===== config.mk =====
export PLATFORM = sky130hd
export DESIGN_NAME = parking_gate_ctrl
export DESIGN_NICKNAME = d
export VERILOG_FILES = /design/src/rtl/parking_gate_ctrl.sv
export SDC_FILE = /design/constraint.sdc
export NUM_CORES = 1
export LEC_CHECK = 0
export CAP_MARGIN = 20
export CORE_UTILIZATION = 51
export DETAILED_ROUTE_END_ITERATION = 10
export PLACE_DENSITY = 0.76
export SYNTH_ARGS = -nofsm -noshare
export SYNTH_HDL_FRONTEND = slang
export SYNTH_SLANG_ARGS = --single-unit

===== constraint.sdc =====
create_clock -name clk -period 2.9 [get_ports clk]
set_clock_uncertainty 0.05 [all_clocks]
set_input_delay 0.29 -clock clk [delete_from_list [all_inputs] [get_ports clk]]
set_output_delay 0.29 -clock clk [all_outputs]
set_load 0.05 [all_outputs]

===== src/rtl/parking_gate_ctrl.sv =====
// parking_gate_ctrl: password-gated parking entry FSM with occupancy tracking,
// retry lockout, full-lot refusal and blinking gate indicators.
module parking_gate_ctrl #(
    parameter int CAPACITY = 8,
    parameter int PW_WIDTH = 2,
    parameter logic [PW_WIDTH-1:0] PASSWORD_1 = 2'b01,
    parameter logic [PW_WIDTH-1:0] PASSWORD_2 = 2'b10,
    parameter int WAIT_CYCLES = 4,
    parameter int MAX_TRIES = 3,
    parameter int LOCK_CYCLES = 16,
    parameter int BLINK_DIV = 1
) (
    input  logic                            clk,
    input  logic                            reset_n,
    input  logic                            sensor_entrance,
    input  logic                            sensor_exit,
    input  logic                            car_leave,
    input  logic [PW_WIDTH-1:0]             password_1,
    input  logic [PW_WIDTH-1:0]             password_2,
    input  logic                            pw_valid,
    output logic                            GREEN_LED,
    output logic                            RED_LED,
    output logic [6:0]                      HEX_1,
    output logic [6:0]                      HEX_2,
    output logic [$clog2(CAPACITY+1)-1:0]   occupancy,
    output logic                            full,
    output logic                            lockout
);
    localparam int OW = $clog2(CAPACITY + 1);
    localparam int WW = WAIT_CYCLES > 1 ? $clog2(WAIT_CYCLES) : 1;
    localparam int TW = $clog2(MAX_TRIES + 1);
    localparam int LW = LOCK_CYCLES > 1 ? $clog2(LOCK_CYCLES) : 1;
    localparam int BW = BLINK_DIV > 1 ? $clog2(BLINK_DIV) : 1;
    localparam logic [6:0] SEG_OFF = 7'b1111111, SEG_E = 7'b0000110, SEG_N = 7'b0101011,
                           SEG_6 = 7'b0000010, SEG_0 = 7'b1000000, SEG_5 = 7'b0010010,
                           SEG_P = 7'b0001100, SEG_F = 7'b0001110, SEG_L = 7'b1000111;

    typedef enum logic [2:0] {
        S_IDLE, S_WAIT, S_WRONG, S_RIGHT, S_STOP, S_FULL, S_LOCKED
    } state_t;

    state_t state, state_next;
    logic [WW-1:0] wait_cnt;
    logic [TW-1:0] tries;
    logic [LW-1:0] lock_cnt;
    logic [BW-1:0] blink_cnt;
    logic blink, tries_inc, green_d, red_d;
    logic [6:0] hex1_d, hex2_d;

    wire match     = pw_valid && password_1 == PASSWORD_1 && password_2 == PASSWORD_2;
    wire mismatch  = pw_valid && !match;
    wire wait_done = wait_cnt == WW'(WAIT_CYCLES - 1);
    wire tries_hit = tries == TW'(MAX_TRIES - 1);
    wire lock_done = lock_cnt == LW'(LOCK_CYCLES - 1);
    wire park_in   = state == S_RIGHT && sensor_exit && !sensor_entrance;

    assign full = occupancy == OW'(CAPACITY);

    always_ff @(posedge clk or negedge reset_n)
        if (!reset_n) state <= S_IDLE;
        else state <= state_next;

    always_comb begin
        state_next = S_IDLE;
        tries_inc  = 1'b0;
        green_d    = 1'b0;
        red_d      = 1'b0;
        hex1_d     = SEG_OFF;
        hex2_d     = SEG_OFF;
        case (state)
            S_IDLE: state_next = sensor_entrance ? (full ? S_FULL : S_WAIT) : S_IDLE;
            S_WAIT: begin
                // A match in the timeout cycle still admits the driver
                tries_inc  = !match && (mismatch || wait_done);
                state_next = match ? S_RIGHT : tries_inc ? (tries_hit ? S_LOCKED : S_WRONG) : S_WAIT;
                red_d      = 1'b1;
                hex1_d     = SEG_E;
                hex2_d     = SEG_N;
            end
            S_WRONG: begin
                tries_inc  = mismatch;
                state_next = match ? S_RIGHT : (mismatch && tries_hit) ? S_LOCKED : S_WRONG;
                red_d      = blink;
                hex1_d     = SEG_E;
                hex2_d     = SEG_E;
            end
            S_RIGHT: begin
                state_next = sensor_exit ? (sensor_entrance ? S_STOP : S_IDLE) : S_RIGHT;
                green_d    = blink;
                hex1_d     = SEG_6;
                hex2_d     = SEG_0;
            end
            S_STOP: begin
                state_next = match ? S_RIGHT : S_STOP;
                red_d      = blink;
                hex1_d     = SEG_5;
                hex2_d     = SEG_P;
            end
            S_FULL: begin
                state_next = (sensor_entrance && full) ? S_FULL : S_IDLE;
                red_d      = 1'b1;
                hex1_d     = SEG_F;
                hex2_d     = SEG_L;
            end
            S_LOCKED: begin
                state_next = lock_done ? S_IDLE : S_LOCKED;
                red_d      = 1'b1;
                hex1_d     = SEG_L;
                hex2_d     = SEG_0;
            end
            default: state_next = S_IDLE;
        endcase
    end

    always_ff @(posedge clk or negedge reset_n)
        if (!reset_n) begin
            wait_cnt  <= '0;
            tries     <= '0;
            lock_cnt  <= '0;
            blink_cnt <= '0;
            blink     <= 1'b0;
            occupancy <= '0;
        end else begin
            wait_cnt  <= state == S_WAIT ? wait_cnt + 1'b1 : '0;
            lock_cnt  <= (state == S_LOCKED && !lock_done) ? lock_cnt + 1'b1 : '0;
            blink_cnt <= blink_cnt == BW'(BLINK_DIV - 1) ? '0 : blink_cnt + 1'b1;
            blink     <= blink ^ (blink_cnt == BW'(BLINK_DIV - 1));
            if (state_next == S_RIGHT || (state == S_LOCKED && lock_done)) tries <= '0;
            else if (tries_inc) tries <= tries + 1'b1;
            // Simultaneous arrival and departure cancel out
            if (park_in && !car_leave && !full) occupancy <= occupancy + 1'b1;
            else if (car_leave && !park_in && occupancy != '0) occupancy <= occupancy - 1'b1;
        end

    always_ff @(posedge clk or negedge reset_n)
        if (!reset_n) begin
            GREEN_LED <= 1'b0;
            RED_LED   <= 1'b0;
            HEX_1     <= SEG_OFF;
            HEX_2     <= SEG_OFF;
            lockout   <= 1'b0;
        end else begin
            GREEN_LED <= green_d;
            RED_LED   <= red_d;
            HEX_1     <= hex1_d;
            HEX_2     <= hex2_d;
            lockout   <= state == S_LOCKED;
        end
endmodule

==> impl_metrics.toml, run 1 <==
[timing]
period_needed_ns = 2.56
rsz0062_at_grt = "no"
fin_tns_setup_ns = 0
slew_viol_final = 0
timing.fmax_mhz = 391
tightest_slew_ns = 0.496
setup_viol = 0
finalCritPeriodShare_pct = 88.2
final_hold_viol_count = 0
relSlewSlack_pct = 66.8
setup_ws_ns = 0.342

[synthesis]
synth_nets = 171
synth_cells = 155
synth-edff-count = 0
yosys.area.top_type = "dfrtp_1"
synth.area.top_cells = "dfrtp_1 (30%), dfstp_2 (20%), ha_1 (3.9%)"
synth_ff_type = "dfrtp_1"
async_flop_share_pct = 100
synth.cell_area_sq_um = 1610
ys_warn_count = 0
ys_ff_latch = 31
ys_seq_area_share_pct = 49.1
yosysTopAreaCellShare_pct = 29.5
syn_avg_cell_area_sq_um = 10.4
ys_types = 48

[placed_design]
dp_hpwl_um = 2270
gp_congestion = 0.852
dp.cells = 223
place_ws_ns = 0.327
port_buffers = 30

[critical_path]
crit_path_start_kind = "register"
slowest_stage = "clkdlybuf4s50_1"
crit_fanout = 7
arrival_ns = 2.22
crit_chain = "nor3_2 -> and2_1 -> clkdlybuf4s50_1"
critPathMaxStageDelay_ns = 0.80
path_class = "reg2out"
end_kind = "primary output"
crit_family = "buffers and inverters"
required_ns = 2.56
crit_buf_inv = 1

[power_and_ir_drop]
vdd_drop_max_mv = 0.640
power_density_nw_per_um2 = 1200
power.total_mw = 2.39
leakagePower_nw = 0.849

[die]
rows = 20
start_util_pct = 53.2
die_area_sq_um = 3390
core_region_area_sq_um = 3030
ioPinCount = 32
die_h_um = 58.2
die_w_um = 58.2

[finish]
drive_gt1_share_pct = 13.9
syn2layout_area_growth_pct = 23.8
finalNetCount = 202
antenna-diode-count = 0
finalNonFillerCells = 231
utilization_pct = 65.8

[clock_tree]
cts_setup_buffers = 0
clockBufferDepth = 2
clkLatencyLatePin_ns = 0.32
cts_buffers = 5
cts_tree = "built"
htree_levels = 2
post_cts_resized = 0
hold_buffers = 0
cts_sinks = 31
clk_pin_slew_ns = 0.09
cts.root.buffer_cell = "clkbuf_4"

[grt]
grt_first_pass_wirelength_um = 5260
grt_pass1_vias = 1168
grt_start_max_net_pins = 32
grt_overflow_total = 0
grt_usage_pct = 20.8
antenna_found_initial = 0

[min_path]
hp-class = "in2async"

[routing]
wl_um = 3160
drt-initial-drc-count = 62
drt_pass1_iterations = 4
vias = 1333
viasPerCell = 5.77
wire_per_inst_um = 13.7
remaining_drc_errors = 0
drtAntennaViolNets = 0

[job]
cap_violations = 0

[status]
status = "complete, no violations"
[worst reg2reg max path: cells and delay by family, from the launching register on]
kind                       cells  cell delay (ns)
AOI/OAI and AO/OA              4             0.92
adders and majority gates      1             0.25
DFF                            1             0.48
and+or+nand+nor                3             0.67
[through the flow]
stage,hold slack [ns],cell area [sq um]
after floorplan,-0.0556,1610
after global placement,0.372,1940
after detailed placement,0.382,1940
after CTS,0.300,1990
after global routing,0.318,1990
final,0.310,1990
[placed cells by master (no fill, tap or decap), types with 4 or more instances in the layout]
master / netlist / routed
clkdlybuf4s50_1: 0 / 30
dfrtp_1: 19 / 19
nor2_1: 13 / 13
dfstp_2: 12 / 12
nand2_1: 11 / 11
a21oi_1: 7 / 7
nand3_1: 5 / 5
o31ai_1: 5 / 5
nand2b_1: 5 / 5
ha_1: 5 / 5
clkbuf_4: 0 / 5
o21ai_0: 4 / 4
nand4_1: 4 / 4
nor3_1: 4 / 4
buf_4: 3 / 4
[cell usage after synthesis, drive strengths merged (2+ instances only)]
cell type	instances
and3	2
nor2b	3
xor2	3
o31ai	5
ha	5
and3b	2
o21ai	7
nor3	5
or2	2
mux2	2
buf	6
nand3b	3
dfrtp	19
nand2	11
and2	2
nor2	13
a31oi	2
nand3	5
nand2b	5
a21oi	7
dfstp	12
nand4	4
clkbuf	4
a21o	2
xnor2	2
or4	3
inv	3
[per-layer routing]
metal	track usage [%]	vias up	share of wire, %
li1	-	618	-
met4	9.86	0	1.4
met1	26.7	645	43
met3	5.58	6	6.4
met5	0	-	0
met2	32.7	64	49
[worst paths after layout]
path	from	endpoint	slack (ns)	depth (start not counted)
setup / recovery	occupancy[0]	full	0.34	3
hold / removal	reset_n	state[0]	0.31	2
setup reg to reg	occupancy[0]	occupancy[3]	0.41	8
hold reg to reg	wait_cnt[0]	wait_cnt[0]	0.39	1
max in group asynchronous	reset_n	HEX_1[0]	2.18	2
min in group clk	wait_cnt[0]	wait_cnt[0]	0.39	1
[state kept, by name (all words and copies together), names as in the netlist]
name and cells:
lockout 1, HEX_1 5, GREEN_LED 1, state 3, lock_cnt 4, wait_cnt 2
blink 1, HEX_2 7, tries 2, occupancy 4, RED_LED 1
[kinds of logic after synthesis]
group	share of synthesized area [%]
AND/OR/NAND/NOR	22.0
other	0.233
adder cells (fa/ha/maj)	5.13
multiplexers	2.25
flip-flops	49.1
XOR/XNOR	2.72
buffers and inverters	3.96
AO/OA/AOI/OAI	14.6
[cell type report]
class	instances	area, sq um
clock buffers	7	45.0
well taps	44	55.1
clock inverters	1	5.00
fillers	261	1030
repair buffers	34	330
flip-flops and latches	31	791
inverters	3	11.3
multi-input cells	111	756
[power by group]
group | switching (mW) | internal, mW | leakage (nW)
clock | 0.134 | 0.0944 | 0.0293
sequential | 0.108 | 0.655 | 0.370
combinational | 0.907 | 0.491 | 0.449
Note: power is estimated with default switching activity, not from simulation.
==> run 2: changes to the inputs <==
--- a/config.mk
+++ b/config.mk
@@ -6,6 +6,7 @@
 export NUM_CORES = 1
 export LEC_CHECK = 0
 export CAP_MARGIN = 20
+export CORE_ASPECT_RATIO = 0.5
 export CORE_UTILIZATION = 51
 export DETAILED_ROUTE_END_ITERATION = 10
 export PLACE_DENSITY = 0.76
==> run 2 against run 1 <==
Net effect: wire length decreased by 3.0%; global-route usage increased by 0.24 points; clock power increased by 73%.
==> impl_metrics.toml, run 2 (synthesis gave the netlist of run 1 again) <==
[status]
status = "complete, no violations"

[min_path]
hp-class = "in2async"

[die]
rows = 13
die_h_um = 41.7
die_w_um = 81.5
ioPinCount = 32
core_region_area_sq_um = 2780
start_util_pct = 57.9
die_area_sq_um = 3400

[routing]
remaining_drc_errors = 0
drt_pass1_iterations = 4
drt-initial-drc-count = 75
viasPerCell = 5.72
wl_um = 3070
drtAntennaViolNets = 0
vias = 1275
wire_per_inst_um = 13.8

[grt]
grt_pass1_vias = 1175
grt_overflow_total = 0
grt_first_pass_wirelength_um = 5220
antenna_found_initial = 0
grt_usage_pct = 21.0
grt_start_max_net_pins = 32

[critical_path]
rr_startpoint = "occupancy[0]"
slowest_stage = "clkdlybuf4s50_1"
crit_chain = "nor3_2 -> and2_1 -> clkdlybuf4s50_1"
crit_fanout = 7
cp.depth = 3
crit_family = "buffers and inverters"
critPathMaxStageDelay_ns = 0.79
required_ns = 2.56
r2r-end = "occupancy[3]"
r2r_slack_ns = 0.47
crit_path_start_kind = "register"
crit_buf_inv = 1
rr_worst_depth = 8
end_kind = "primary output"
path_class = "reg2out"
arrival_ns = 2.17

[clock_tree]
cts_sinks = 31
hold_buffers = 0
cts_tree = "built"
cts.root.buffer_cell = "clkbuf_8"
htree_levels = 2
clk_pin_slew_ns = 0.06
clkLatencyLatePin_ns = 0.28
cts_setup_buffers = 0
cts_buffers = 5
post_cts_resized = 0
clockBufferDepth = 2

[finish]
final_common_cell = "clkdlybuf4s50_1"
utilization_pct = 73.2
fill_cells = 187
finalNonFillerCells = 223
antenna-diode-count = 0
finalNetCount = 202
regMostFlops = "HEX_2"
drive_gt1_share_pct = 14.0
largest_reg_flops = 7
reg_top3 = "HEX_2 x7, HEX_1 x5"
layout_common_cells = "clkdlybuf4s50_1 (30), dfrtp_1 (19), nor2_1 (13)"
syn2layout_area_growth_pct = 26.5

[placed_design]
gp_congestion = 0.792
dp.cells = 216
dp_hpwl_um = 2190
port_buffers = 30

[power_and_ir_drop]
p_sw_share_pct = 45.2
vdd_drop_max_mv = 0.937
switching_power_mw = 1.15
p_int_mw = 1.40
power_density_nw_per_um2 = 1250
power.total_mw = 2.55
power_frac_seq_pct = 29.8
leakagePower_nw = 0.871
power_frac_comb_pct = 54.7
p_clk_share_pct = 15.5

[timing]
tightest_slew_ns = 0.500
relSlewSlack_pct = 66.5
setup_viol = 0
fin_tns_setup_ns = 0
timing.fmax_mhz = 398
final_hold_viol_count = 0
finalCritPeriodShare_pct = 86.5
period_needed_ns = 2.51
slew_viol_final = 0
rsz0062_at_grt = "no"

[job]
cap_violations = 0
-- run 2: metrics by stage --
stage	area (sq um)	hold WS, ns	setup WS (ns)
after CTS	2040	0.350	0.375
after floorplan	1610	-0.0556	0.436
after detailed placement	1930	0.379	0.386
final	2040	0.345	0.390
after global placement	1930	0.371	0.433
after global routing	2040	0.361	0.250
-- run 2: per-layer routing --
layer / track usage [%] / share of wire, % / up-vias
li1: - / - / 624
met2: 31.2 / 43 / 35
met3: 6.59 / 4.5 / 5
met5: 0 / 0 / -
met4: 9.64 / 1.5 / 0
met1: 28.0 / 51 / 611
-- run 2: cell type report --
| class | instances | area [sq um] | share of cell area, % |
|---|---|---|---|
| clock buffers | 6 | 72.6 | 3.56 |
| clock inverters | 1 | 30.0 | 1.47 |
| inverters | 3 | 11.3 | 0.553 |
| repair buffers | 34 | 330 | 16.2 |
| flip-flops and latches | 31 | 791 | 38.8 |
| multi-input cells | 111 | 756 | 37.1 |
| well taps | 37 | 46.3 | 2.27 |
-- run 2: worst register-to-register path, delay by kind of cell (launching register included) --
family	cells	cell delay [ns]
simple gates	3	0.66
fa+ha+maj	1	0.25
compound gates	4	0.87
flops	1	0.47
-- run 2: how the worst max path moves through the flow --
stage,slack [ns],from,to
after global routing,0.25,occupancy[0],occupancy[3]
after CTS,0.38,occupancy[0],full
final,0.39,occupancy[0],full
after floorplan,0.44,occupancy[0],occupancy[3]
after detailed placement,0.39,sensor_entrance,occupancy[3]
after global placement,0.43,sensor_exit,occupancy[3]
-- run 2: power groups by stage --
| stage | sequential (mW) | combinational, mW | clock, mW |
|---|---|---|---|
| floorplan | 1.18 | 0.597 | 0 |
| global placement | 0.765 | 1.38 | 0 |
| detailed placement | 0.770 | 1.39 | 0 |
| CTS | 0.764 | 1.40 | 0.407 |
| global route | 0.785 | 1.50 | 0.428 |
| finish | 0.762 | 1.40 | 0.396 |
